`src/rtl/detect_seq_ctrl.sv`:
```
// detect_seq_ctrl: Moore sequencer that arms a detector, holds for cnt_init+1 cycles per detection and counts events.
module detect_seq_ctrl #(
  parameter int CNT_W = 4,
  parameter int EVT_W = 8
) (
  input  logic             clk,
  input  logic             rst,
  input  logic             start,
  input  logic             stop,
  input  logic             det,
  input  logic [CNT_W-1:0] cnt_init,
  input  logic             clr_evt,
  output logic             det_ack,
  output logic             cnt_active,
  output logic [CNT_W-1:0] cnt_val,
  output logic             done,
  output logic             busy,
  output logic [EVT_W-1:0] evt_cnt
);
  localparam logic [2:0] IDLE  = 3'd0;
  localparam logic [2:0] ARM   = 3'd1;
  localparam logic [2:0] WAIT  = 3'd2;
  localparam logic [2:0] LOAD  = 3'd3;
  localparam logic [2:0] COUNT = 3'd4;
  localparam logic [2:0] ACK   = 3'd5;
  logic [2:0] state, nxt;
  // stop wins over every transition, including start in IDLE
  always_comb begin
    nxt = stop             ? IDLE :
          state == IDLE    ? (start ? ARM : IDLE) :
          state == ARM     ? WAIT :
          state == WAIT    ? (det ? LOAD : WAIT) :
          state == LOAD    ? COUNT :
          state == COUNT   ? (cnt_val == '0 ? ACK : COUNT) :
          state == ACK     ? WAIT : IDLE;
  end
  // datapath updates are suppressed on a stop edge so cnt_val keeps its last value in IDLE
  always_ff @(posedge clk or posedge rst) begin
    if (rst) begin
      state   <= IDLE;
      cnt_val <= '0;
      evt_cnt <= '0;
    end else begin
      state <= nxt;
      if (!stop && state == LOAD)
        cnt_val <= cnt_init;
      else if (!stop && state == COUNT && cnt_val != '0)
        cnt_val <= cnt_val - CNT_W'(1);
      if (clr_evt)
        evt_cnt <= '0;
      else if (!stop && state == LOAD && evt_cnt != '1)
        evt_cnt <= evt_cnt + EVT_W'(1);
    end
  end
  assign det_ack    = (state == ARM) || (state == ACK);
  assign cnt_active = state == COUNT;
  assign done       = state == ACK;
  assign busy       = state != IDLE;
endmodule

```
`config.mk`:
```
export PLATFORM = sky130hd
export DESIGN_NAME = detect_seq_ctrl
export DESIGN_NICKNAME = d
export VERILOG_FILES = /design/src/rtl/detect_seq_ctrl.sv
export SDC_FILE = /design/constraint.sdc
export NUM_CORES = 1
export LEC_CHECK = 0
export CORE_MARGIN = 2
export CORE_UTILIZATION = 51
export DETAILED_ROUTE_END_ITERATION = 7
export DONT_BUFFER_PORTS = 1
export GPL_TIMING_DRIVEN = 1
export PLACE_DENSITY = 0.72
export SYNTH_ARGS = -nofsm -noshare
export SYNTH_HDL_FRONTEND = slang
export SYNTH_SLANG_ARGS = --single-unit
```
`constraint.sdc`:
```
create_clock -name clk -period 4.8 [get_ports clk]
set_input_delay 0.96 -clock clk [delete_from_list [all_inputs] [get_ports clk]]
set_output_delay 0.96 -clock clk [all_outputs]
set_load 0.05 [all_outputs]
```
; Word level (Yosys, flattened, before mapping)
; Cells that the tools add are included.
[op_classes]
addsub = 2
n_eq_ne = 6
muxes = 14
n_reduce_logical = 12
[ops]
columns = op, count
row1 = 3-bit 2-to-1 mux, 6
row2 = 8-bit 2-to-1 mux, 2
row3 = "8-bit by 1-bit adder with 8-bit output, second input constant", 1
row4 = 4-bit 2-to-1 mux, 2
row5 = "8-bit inequality test, second input constant", 1
row6 = "3-bit by 2-bit equality test with 1-bit output, second input constant", 2
row7 = "3-bit equality test, second input constant", 2
row8 = 1-bit logical AND, 4
row9 = 4-bit logical NOT, 1
row10 = 2-bit nonzero test, 2
row11 = 4-bit nonzero test, 1
row12 = "4-bit by 1-bit subtractor with 4-bit output, second input constant", 1
row13 = "3-bit by 1-bit equality test with 1-bit output, second input constant", 1
row14 = 3-bit logical NOT, 1
row15 = 1-bit 2-to-1 mux, 3
row16 = 3-bit nonzero test, 1
row17 = 2-bit 2-to-1 mux, 1
row18 = 1-bit logical NOT, 1
row19 = 1-bit logical OR, 1
[totals]
ff_bits = 15
in_bits = 10
elab_cells = 37

; Depth between registers and ports, before layout
; Gate-level depths: netlist of the first run.
[depth]
word_depth = 8
ltp_mapped = 5
depth_no_buf = 5

; Worst setup path after synthesis of the first run
; OpenSTA, ideal clock, no wires.
[synth_timing]
kind = register to output
start = reg state[1]
end = out cnt_active
t_arrival_ns = 1.523
t_required_ns = 3.840
setup_slack_ns = 2.317
path_stages_with_launch = 2
cell_sequence = dfrtp_1 > nor3_1
[synth_between]
elab_chain_len = 1
[synth_rtl]
columns = item, line_no
row1 = from (decl), 26  ; logic [2:0] state, nxt;
row2 = from (signal assigned), 44  ; state <= nxt;
row3 = 3-bit equality test, 56  ; assign cnt_active = state == COUNT;
row4 = to (decl), 14  ; output logic cnt_active,
; Every way passes these cells.

; Final worst setup path of the first run
[layout_timing]
start = reg state[1]
end = out done
[layout_between]
elab_chain_len = 1
[layout_rtl]
columns = item, line_no
row1 = 3-bit equality test, 57  ; assign done = state == ACK;
row2 = to (decl), 16  ; output logic done,
; Every way passes these cells.

==> flow_metrics.py, run 1 <==
metrics = {
    "grt": {
        "grt_pass1_wl_um": 2950,
        "grt_antenna_before_repair": 0,
        "gr-usage-all-layers_pct": 19.2,
        "grt_pass1_vias": 695,
        "gr-total-overflow": 0,
        "grt_max_degree": 16,
    },
    "flow_run": {
        "maxCapViolations": 0,
    },
    "layout": {
        "final_area_um2": 977,
        "n_antenna_cell": 0,
        "instances_no_fill": 124,
        "nets": 113,
        "drive_above_1_share_pct": 7.07,
        "area_growth_pct": 4.83,
    },
    "pwr": {
        "leakage_nw": 0.398,
        "seq_power_share_pct": 59.6,
        "ir_drop_uv": 225,
        "p_int_w": 0.000205,
        "power_density_nw_per_um2": 362,
        "p_comb_share_pct": 20.5,
        "power.total_w": 0.000354,
        "switching_share_pct": 42.0,
        "pwr-share-clk_pct": 19.9,
        "p_switching_w": 0.000149,
    },
    "drt": {
        "drt-initial-drc-count": 30,
        "avgRoutedWirePerCell_um": 14.8,
        "drc_errors": 0,
        "ant_nets": 0,
        "num_vias": 768,
        "via_per_inst": 6.19,
        "drt_wl_total_um": 1840,
        "dr.pass1.iters": 6,
    },
    "sta": {
        "slew_headroom_pct": 55.3,
        "tightest_slew_ps": 671,
        "whs_ps": 578,
        "fin_setup_tns_ps": 0,
        "hold_viol": 0,
        "finalCritPeriodShare_pct": 54.5,
        "max_freq_mhz": 382,
        "rsz0062_at_grt": "false",
        "period_needed_ps": 2610,
        "fin_worst_skew_ps": 0.384,
        "setup_viol_count_final": 0,
        "drv_slew": 0,
    },
    "synth": {
        "syn_area_um2": 932,
        "synth.avg_cell_area_um2": 9.42,
        "async_flop_share_pct": 100,
        "synth_area_leaders": "dfrtp_1 40%, ha_1 4.0%, mux2_1 3.6%",
        "synth-edff-count": 0,
        "yosys.cell_types.count": 36,
        "ys.warnings.count": 0,
        "yosysSeqAreaShare_pct": 40.3,
        "synth_top_cell_by_area": "dfrtp_1",
        "synth_top_area_share_pct": 40.3,
        "ys.flop_type": "dfrtp_1",
        "syn_inst": 99,
        "synth_seq_cells": 15,
        "syn_nets": 112,
    },
    "floorplanning": {
        "dieArea_um2": 2190,
        "initial_core_util_pct": 54.0,
        "rows": 15,
        "die_w_um": 46.8,
        "ios": 26,
        "fp.dieH_um": 46.8,
        "core_um2": 1730,
    },
    "cts": {
        "cts.clk_slew.worst_paths_ps": 80,
        "post_cts_buffers": 0,
        "root_buffer": "clkbuf_4",
        "clockBufferDepth": 2,
        "cts_tree": "built",
        "numCtsBuffers": 3,
        "cts_repair_resize_count": 0,
        "htree_levels": 1,
        "cts_hold_buf": 0,
        "cts.sinks": 15,
        "clk_latency_ps": 280,
    },
    "placement": {
        "dp_hpwl_um": 1370,
        "dpl_cell_area_um2": 951,
        "placed_cells": 120,
        "gp_congestion": 0.877,
        "port_buffers": 0,
    },
    "critical_path": {
        "crit_type": "flop to output pin",
        "crit_fanout": 9,
        "required_ps": 3840,
        "worstSetupEndpointType": "output pin",
        "arrival_ps": 1650,
        "critPathLaunchType": "flop",
    },
    "min_path": {
        "min_path_type": "flop to flop",
    },
    "run_status": {
        "status": "finished clean",
    },
}
[power by group through the flow]
stage	Sequential, W	Combinational (W)	Clock [W]
floorplan	0.000207	0.0000649	0
global placement	0.000212	0.0000722	0
detailed placement	0.000213	0.0000720	0
CTS	0.000210	0.0000723	0.0000736
global route	0.000214	0.0000843	0.0000806
finish	0.000211	0.0000725	0.0000705
[kinds of logic (layout without fill, tap and decap cells)]
family          after synthesis  after routing  share of synthesized area [%]
simple gates                 43             43                           26.8
compound gates               22             22                           18.5
flops                        15             15                           40.3
buf+inv                      11             11                           4.56
mux                           5              5                           5.77
fa+ha+maj                     3              3                           4.03
[layout by cell type (no fill, tap or decap), types with 3 or more instances in the layout]
cell / count
clkbuf_4: 3
inv_1: 6
nor3_1: 5
mux2_1: 3
a211oi_1: 4
a21oi_1: 4
dfrtp_1: 15
nand3_1: 6
nand2_1: 5
ha_1: 3
nor2b_1: 4
nor2_1: 7
[Yosys cell counts (all sizes together) (2+ instances only)]
cell,number
a211oi,4
a21oi,4
a221o,2
a311oi,2
a41oi,2
clkbuf,4
dfrtp,15
ha,3
inv,6
mux2,3
mux2i,2
nand2,5
nand2b,2
nand3,6
nor2,7
nor2b,4
nor3,5
nor3b,2
nor4,2
o31a,2
or3,2
or4b,2
[layout make-up]
cell class / count / area [um^2]
clock buffer: 4 / 26.3
fill: 159 / 749
inverter: 6 / 22.5
multi-input combinational: 73 / 514
sequential: 15 / 375
tap: 25 / 31.3
timing repair buffer: 1 / 7.51
[per-layer routing]
layer  vias to the layer above  wire (um)  track usage (%)
li1                        372          -                -
met1                       354        790             24.9
met2                        35        848             29.4
met3                         7        152             4.62
met4                         0         48             10.6
met5                         -          0                0
[path summary, 6_finish.rpt]
kind                                  from    endpoint  slack, ps  cells past startpoint
worst min-delay path              state[0]    state[0]        580                      1
worst max-delay path              state[1]        done       2190                      2
max in group asynchronous              rst    state[1]       3830                      1
worst max register to register  cnt_val[0]  cnt_val[0]       2780                      5
worst min register to register    state[0]    state[0]        580                      1
min in group asynchronous              rst  evt_cnt[4]        610                      1
[sequential cells by signal (all words and copies together) (netlist names)]
signal	flops
cnt_val	4
evt_cnt	8
state	3
[metrics by stage]
step | worst slack, ps | utilization (%)
after global placement | 2480 | 55.1
after global routing | 2110 | 56.6
after CTS | 2180 | 56.6
after detailed placement | 2450 | 55.1
after floorplan | 2320 | -
final | 2190 | 56.6
[critical path, stage by stage (launching register included)]
cell and delay [ps]:
dfrtp_1 460, and2b_2 430, and2_1 490
(Power assumes the default switching activity.)
==> run 2, diff against run 1 <==
Settings changed: PLACE_DENSITY 0.72 to 0.75.
Clock period 4.8 ns to 2.3 ns, I/O delays scaled along.
==> run 2 against run 1 <==
- clock skew grew 6.8 ps
- clock power rose by 120%
- count of clock-buffer cells in the layout is 1 lower
- critical path type unchanged
- critical endpoint unchanged
==> flow_metrics.py, run 2 (same netlist as run 1, synthesis figures left out) <==
metrics = {
    "cts": {
        "clockBufferDepth": 2,
        "cts_hold_buf": 0,
        "cts.sinks": 15,
        "post_cts_buffers": 0,
        "htree_levels": 1,
        "cts.clk_slew.worst_paths_ps": 100,
        "numCtsBuffers": 3,
        "cts_tree": "built",
        "clk_latency_ps": 290,
        "root_buffer": "clkbuf_4",
        "cts_repair_resize_count": 0,
    },
    "critical_path": {
        "critPathBufInv": 0,
        "path_cells": "and2b_2 > and2_1",
        "worstSetupEndpointType": "output pin",
        "reg2reg_slack_ps": 440,
        "required_ps": 1840,
        "critPathLaunchType": "flop",
        "crit_fanout": 9,
        "cp_slowest_stage_delay_ps": 490,
        "rr_endpoint": "cnt_val[0]",
        "crit_path_top_delay_cell": "and2_1",
        "crit_type": "flop to output pin",
        "reg2reg_depth": 3,
        "critPathTopFamily": "simple AND/OR/NAND/NOR gates",
        "arrival_ps": 1660,
        "worstSetupStartpoint": "state[1]",
        "cp_num_cells": 2,
        "reg2reg_from": "state[1]",
    },
    "floorplanning": {
        "initial_core_util_pct": 54.0,
        "rows": 15,
        "fp.dieH_um": 46.8,
        "dieArea_um2": 2190,
        "die_w_um": 46.8,
        "ios": 26,
        "core_um2": 1730,
    },
    "sta": {
        "drv_slew": 0,
        "setup_viol_count_final": 0,
        "slew_headroom_pct": 59.9,
        "fin_setup_tns_ps": 0,
        "finalCritPeriodShare_pct": 92.4,
        "hold_viol": 0,
        "period_needed_ps": 2120,
        "tightest_slew_ps": 601,
        "rsz0062_at_grt": "false",
        "fin_worst_skew_ps": 7.21,
        "max_freq_mhz": 471,
    },
    "drt": {
        "drt_wl_total_um": 2130,
        "drc_errors": 0,
        "dr.pass1.iters": 4,
        "drt-initial-drc-count": 23,
        "via_per_inst": 6.10,
        "ant_nets": 0,
        "avgRoutedWirePerCell_um": 15.8,
        "num_vias": 823,
    },
    "pwr": {
        "p_comb_share_pct": 40.4,
        "leakage_nw": 0.456,
        "switching_share_pct": 41.5,
        "power_density_nw_per_um2": 747,
        "p_int_w": 0.000464,
        "p_switching_w": 0.000329,
        "pwr-share-clk_pct": 19.6,
        "seq_power_share_pct": 40.0,
        "ir_drop_uv": 397,
    },
    "grt": {
        "gr-total-overflow": 0,
        "grt_pass1_vias": 746,
        "grt_antenna_before_repair": 0,
        "gr-usage-all-layers_pct": 21.4,
        "grt_max_degree": 16,
        "grt_pass1_wl_um": 3280,
    },
    "layout": {
        "drive_above_1_share_pct": 17.3,
        "nFillCells": 165,
        "layout_common_cells": "15 x dfrtp_1, 12 x buf_4, 7 x nor2_1, 6 x inv_1, 6 x nand3_1",
        "n_antenna_cell": 0,
        "finish.utilization_pct": 61.4,
        "reg_top3": "evt_cnt (8), cnt_val (4), state (3)",
        "layout_commonest_cell": "dfrtp_1",
        "area_growth_pct": 13.8,
        "nets": 124,
        "regMostFlops": "evt_cnt",
        "largest_register_ffs": 8,
    },
    "placement": {
        "dp_hpwl_um": 1610,
        "port_buffers": 0,
        "gp_congestion": 0.779,
    },
    "min_path": {
        "min_path_type": "input port to async pin",
    },
    "run_status": {
        "status": "finished clean",
    },
    "flow_run": {
        "maxCapViolations": 0,
    },
}
run 2: cell types whose count changed in the layout (fill, tap and decap cells not counted):
cell      before  now
clkinv_2       0    1
clkbuf_1       1    0
buf_4          1   12
run 2: layout make-up:
class	instances	area (um^2)	area share, %
Timing Repair Buffer	12	90.1	8.49
Clock buffer	3	22.5	2.12
Multi-Input combinational cell	73	514	48.5
Clock inverter	1	5.00	0.472
Inverter	6	22.5	2.12
Sequential cell	15	375	35.4
Tap cell	25	31.3	2.95
run 2: through the flow:
stage	instances	setup WS (ps)	power, W	hold slack (ps)	instance area, um^2
3_3_place_gp	131	475	0.000637	438	1030
4_1_cts	135	167	0.000796	132	1060
2_1_floorplan	99	317	0.000567	361	932
5_1_grt	135	118	0.000840	150	1060
6_report	135	176	0.000792	110	1060
3_5_place_dp	131	421	0.000645	441	1030
run 2: worst max path at each step:
stage                            end  slack [ps]
after floorplan           cnt_active         320
after global placement    cnt_val[0]         480
after detailed placement  cnt_val[0]         420
after CTS                       done         170
after global routing            done         120
final                           done         180
run 2: per-layer routing:
metal	wire length, um	track usage (%)
met1	863	26.0
met2	1100	35.0
met3	124	5.77
met4	44	11.1
met5	0	0
run 2: power by group through the flow:
stage | Sequential (W) | Clock, W | Combinational [W]
detailed placement | 0.000324 | 0 | 0.000321
global placement | 0.000321 | 0 | 0.000316
CTS | 0.000318 | 0.000156 | 0.000322
global route | 0.000322 | 0.000168 | 0.000349
floorplan | 0.000432 | 0 | 0.000135
finish | 0.000317 | 0.000155 | 0.000320
==> run 3, diff against run 2 <==
--- a/config.mk
+++ b/config.mk
@@ -6,5 +6,5 @@
 export NUM_CORES = 1
 export LEC_CHECK = 0
-export CORE_MARGIN = 2
+export CORE_MARGIN = 3
 export CORE_UTILIZATION = 51
 export DETAILED_ROUTE_END_ITERATION = 7
==> constraint.sdc (replaced) <==
create_clock -name clk -period 2.3 [get_ports clk]
set_input_delay 0.46 -clock clk [delete_from_list [all_inputs] [get_ports clk]]
set_output_delay 0.46 -clock clk [all_outputs]
set_load 0.1 [all_outputs]
==> run 3 against run 2 <==
- register-to-register slack barely moved
- first-iteration DRC count fell by 35%
- critical path depth decreased by 1
- global-route usage shrank 3.0 points
- largest cell class unchanged
- critical path type unchanged
==> flow_metrics.py, run 3 (same netlist as run 1, synthesis figures left out) <==
metrics = {
    "drt": {
        "avgRoutedWirePerCell_um": 15.0,
        "dr.pass1.iters": 4,
        "ant_nets": 0,
        "num_vias": 842,
        "via_per_inst": 6.10,
        "drc_errors": 0,
        "drt-initial-drc-count": 15,
        "drt_wl_total_um": 2070,
    },
    "cts": {
        "numCtsBuffers": 3,
        "cts.sinks": 15,
        "post_cts_buffers": 0,
        "cts.clk_slew.worst_paths_ps": 90,
        "cts_repair_resize_count": 0,
        "clk_latency_ps": 290,
        "cts_hold_buf": 0,
        "root_buffer": "clkbuf_4",
        "htree_levels": 1,
        "clockBufferDepth": 2,
        "cts_tree": "built",
    },
    "critical_path": {
        "critPathLaunchType": "flop",
        "rr_endpoint": "cnt_val[0]",
        "worstSetupEndpointType": "output pin",
        "required_ps": 1840,
        "cp_num_cells": 1,
        "path_cells": "or3_2",
        "crit_fanout": 9,
        "reg2reg_from": "state[1]",
        "cp_slowest_stage_delay_ps": 780,
        "crit_type": "flop to output pin",
        "crit_path_top_delay_cell": "or3_2",
        "critPathBufInv": 0,
        "reg2reg_slack_ps": 450,
        "reg2reg_depth": 3,
        "arrival_ps": 1540,
        "critPathTopFamily": "simple AND/OR/NAND/NOR gates",
    },
    "floorplanning": {
        "rows": 14,
        "core_um2": 1610,
        "die_w_um": 48.8,
        "fp.dieH_um": 48.8,
        "ios": 26,
        "initial_core_util_pct": 57.8,
        "dieArea_um2": 2380,
    },
    "sta": {
        "fin_worst_skew_ps": 7.84,
        "finalCritPeriodShare_pct": 87.0,
        "tightest_slew_ps": 573,
        "rsz0062_at_grt": "false",
        "drv_slew": 0,
        "hold_viol": 0,
        "fin_setup_tns_ps": 0,
        "max_freq_mhz": 500,
        "whs_ps": 105,
        "period_needed_ps": 2000,
        "setup_viol_count_final": 0,
        "slew_headroom_pct": 61.8,
    },
    "grt": {
        "grt_pass1_wl_um": 3440,
        "gr-total-overflow": 0,
        "grt_pass1_vias": 792,
        "grt_max_degree": 16,
        "grt_antenna_before_repair": 0,
        "gr-usage-all-layers_pct": 18.4,
    },
    "layout": {
        "largest_register_ffs": 8,
        "finish.utilization_pct": 69.0,
        "drive_above_1_share_pct": 20.2,
        "n_antenna_cell": 0,
        "nets": 128,
        "reg_top3": "evt_cnt (8), cnt_val (4), state (3)",
        "regMostFlops": "evt_cnt",
        "area_growth_pct": 19.3,
        "nFillCells": 131,
        "layout_common_cells": "15 x dfrtp_1, 15 x buf_4, 7 x nor2_1, 6 x inv_1, 6 x nand3_1",
    },
    "placement": {
        "gp_congestion": 0.838,
        "dp_hpwl_um": 1570,
        "port_buffers": 0,
    },
    "pwr": {
        "ir_drop_uv": 487,
        "power_density_nw_per_um2": 829,
        "leakage_nw": 0.478,
    },
    "run_status": {
        "status": "finished clean",
    },
    "min_path": {
        "min_path_type": "input port to async pin",
    },
    "flow_run": {
        "maxCapViolations": 0,
    },
}
## run 3: changes by cell type in the layout (fill, tap and decap cells not counted), sizes merged
cell,change
buf,+4
clkinv,-1
clkbuf,+1
## run 3: worst max path at each step
| stage | slack (ps) | from | to |
|---|---|---|---|
| floorplan | 20 | state[1] | done |
| global placement | 470 | stop | cnt_val[0] |
| detailed placement | 440 | state[1] | cnt_val[0] |
| CTS | 290 | state[1] | busy |
| global route | 250 | state[1] | busy |
| finish | 300 | state[1] | busy |
## run 3: power by group
part	switching [W]	internal, W	total (W)
Combinational	0.000346	0.000107	0.000452
Clock	0.0000843	0.0000674	0.000152
Sequential	0.0000227	0.000295	0.000318
## run 3: layer usage
layer / GRT usage (%) / wire, um
met1: 20.4 / 835
met2: 31.9 / 1030
met3: 4.60 / 145
met4: 9.95 / 59
met5: 0 / 0
## run 3: stage by stage
stage                     instance area [um^2]  setup WS (ps)  power (W)  std cells
after floorplan                            937           18.9   0.000696         99
after global placement                    1090            469   0.000770        134
after detailed placement                  1090            440   0.000779        134
after CTS                                 1110            287   0.000930        138
after global routing                      1110            249   0.000972        138
final                                     1110            299   0.000922        138
## run 3: cell type report
class / instances / area (um^2) / area share [%]
multi-input cells: 73 / 526 / 47.2
flip-flops and latches: 15 / 375 / 33.7
repair buffers: 16 / 133 / 11.9
well taps: 24 / 30.0 / 2.70
clock buffers: 4 / 26.3 / 2.36
inverters: 6 / 22.5 / 2.02
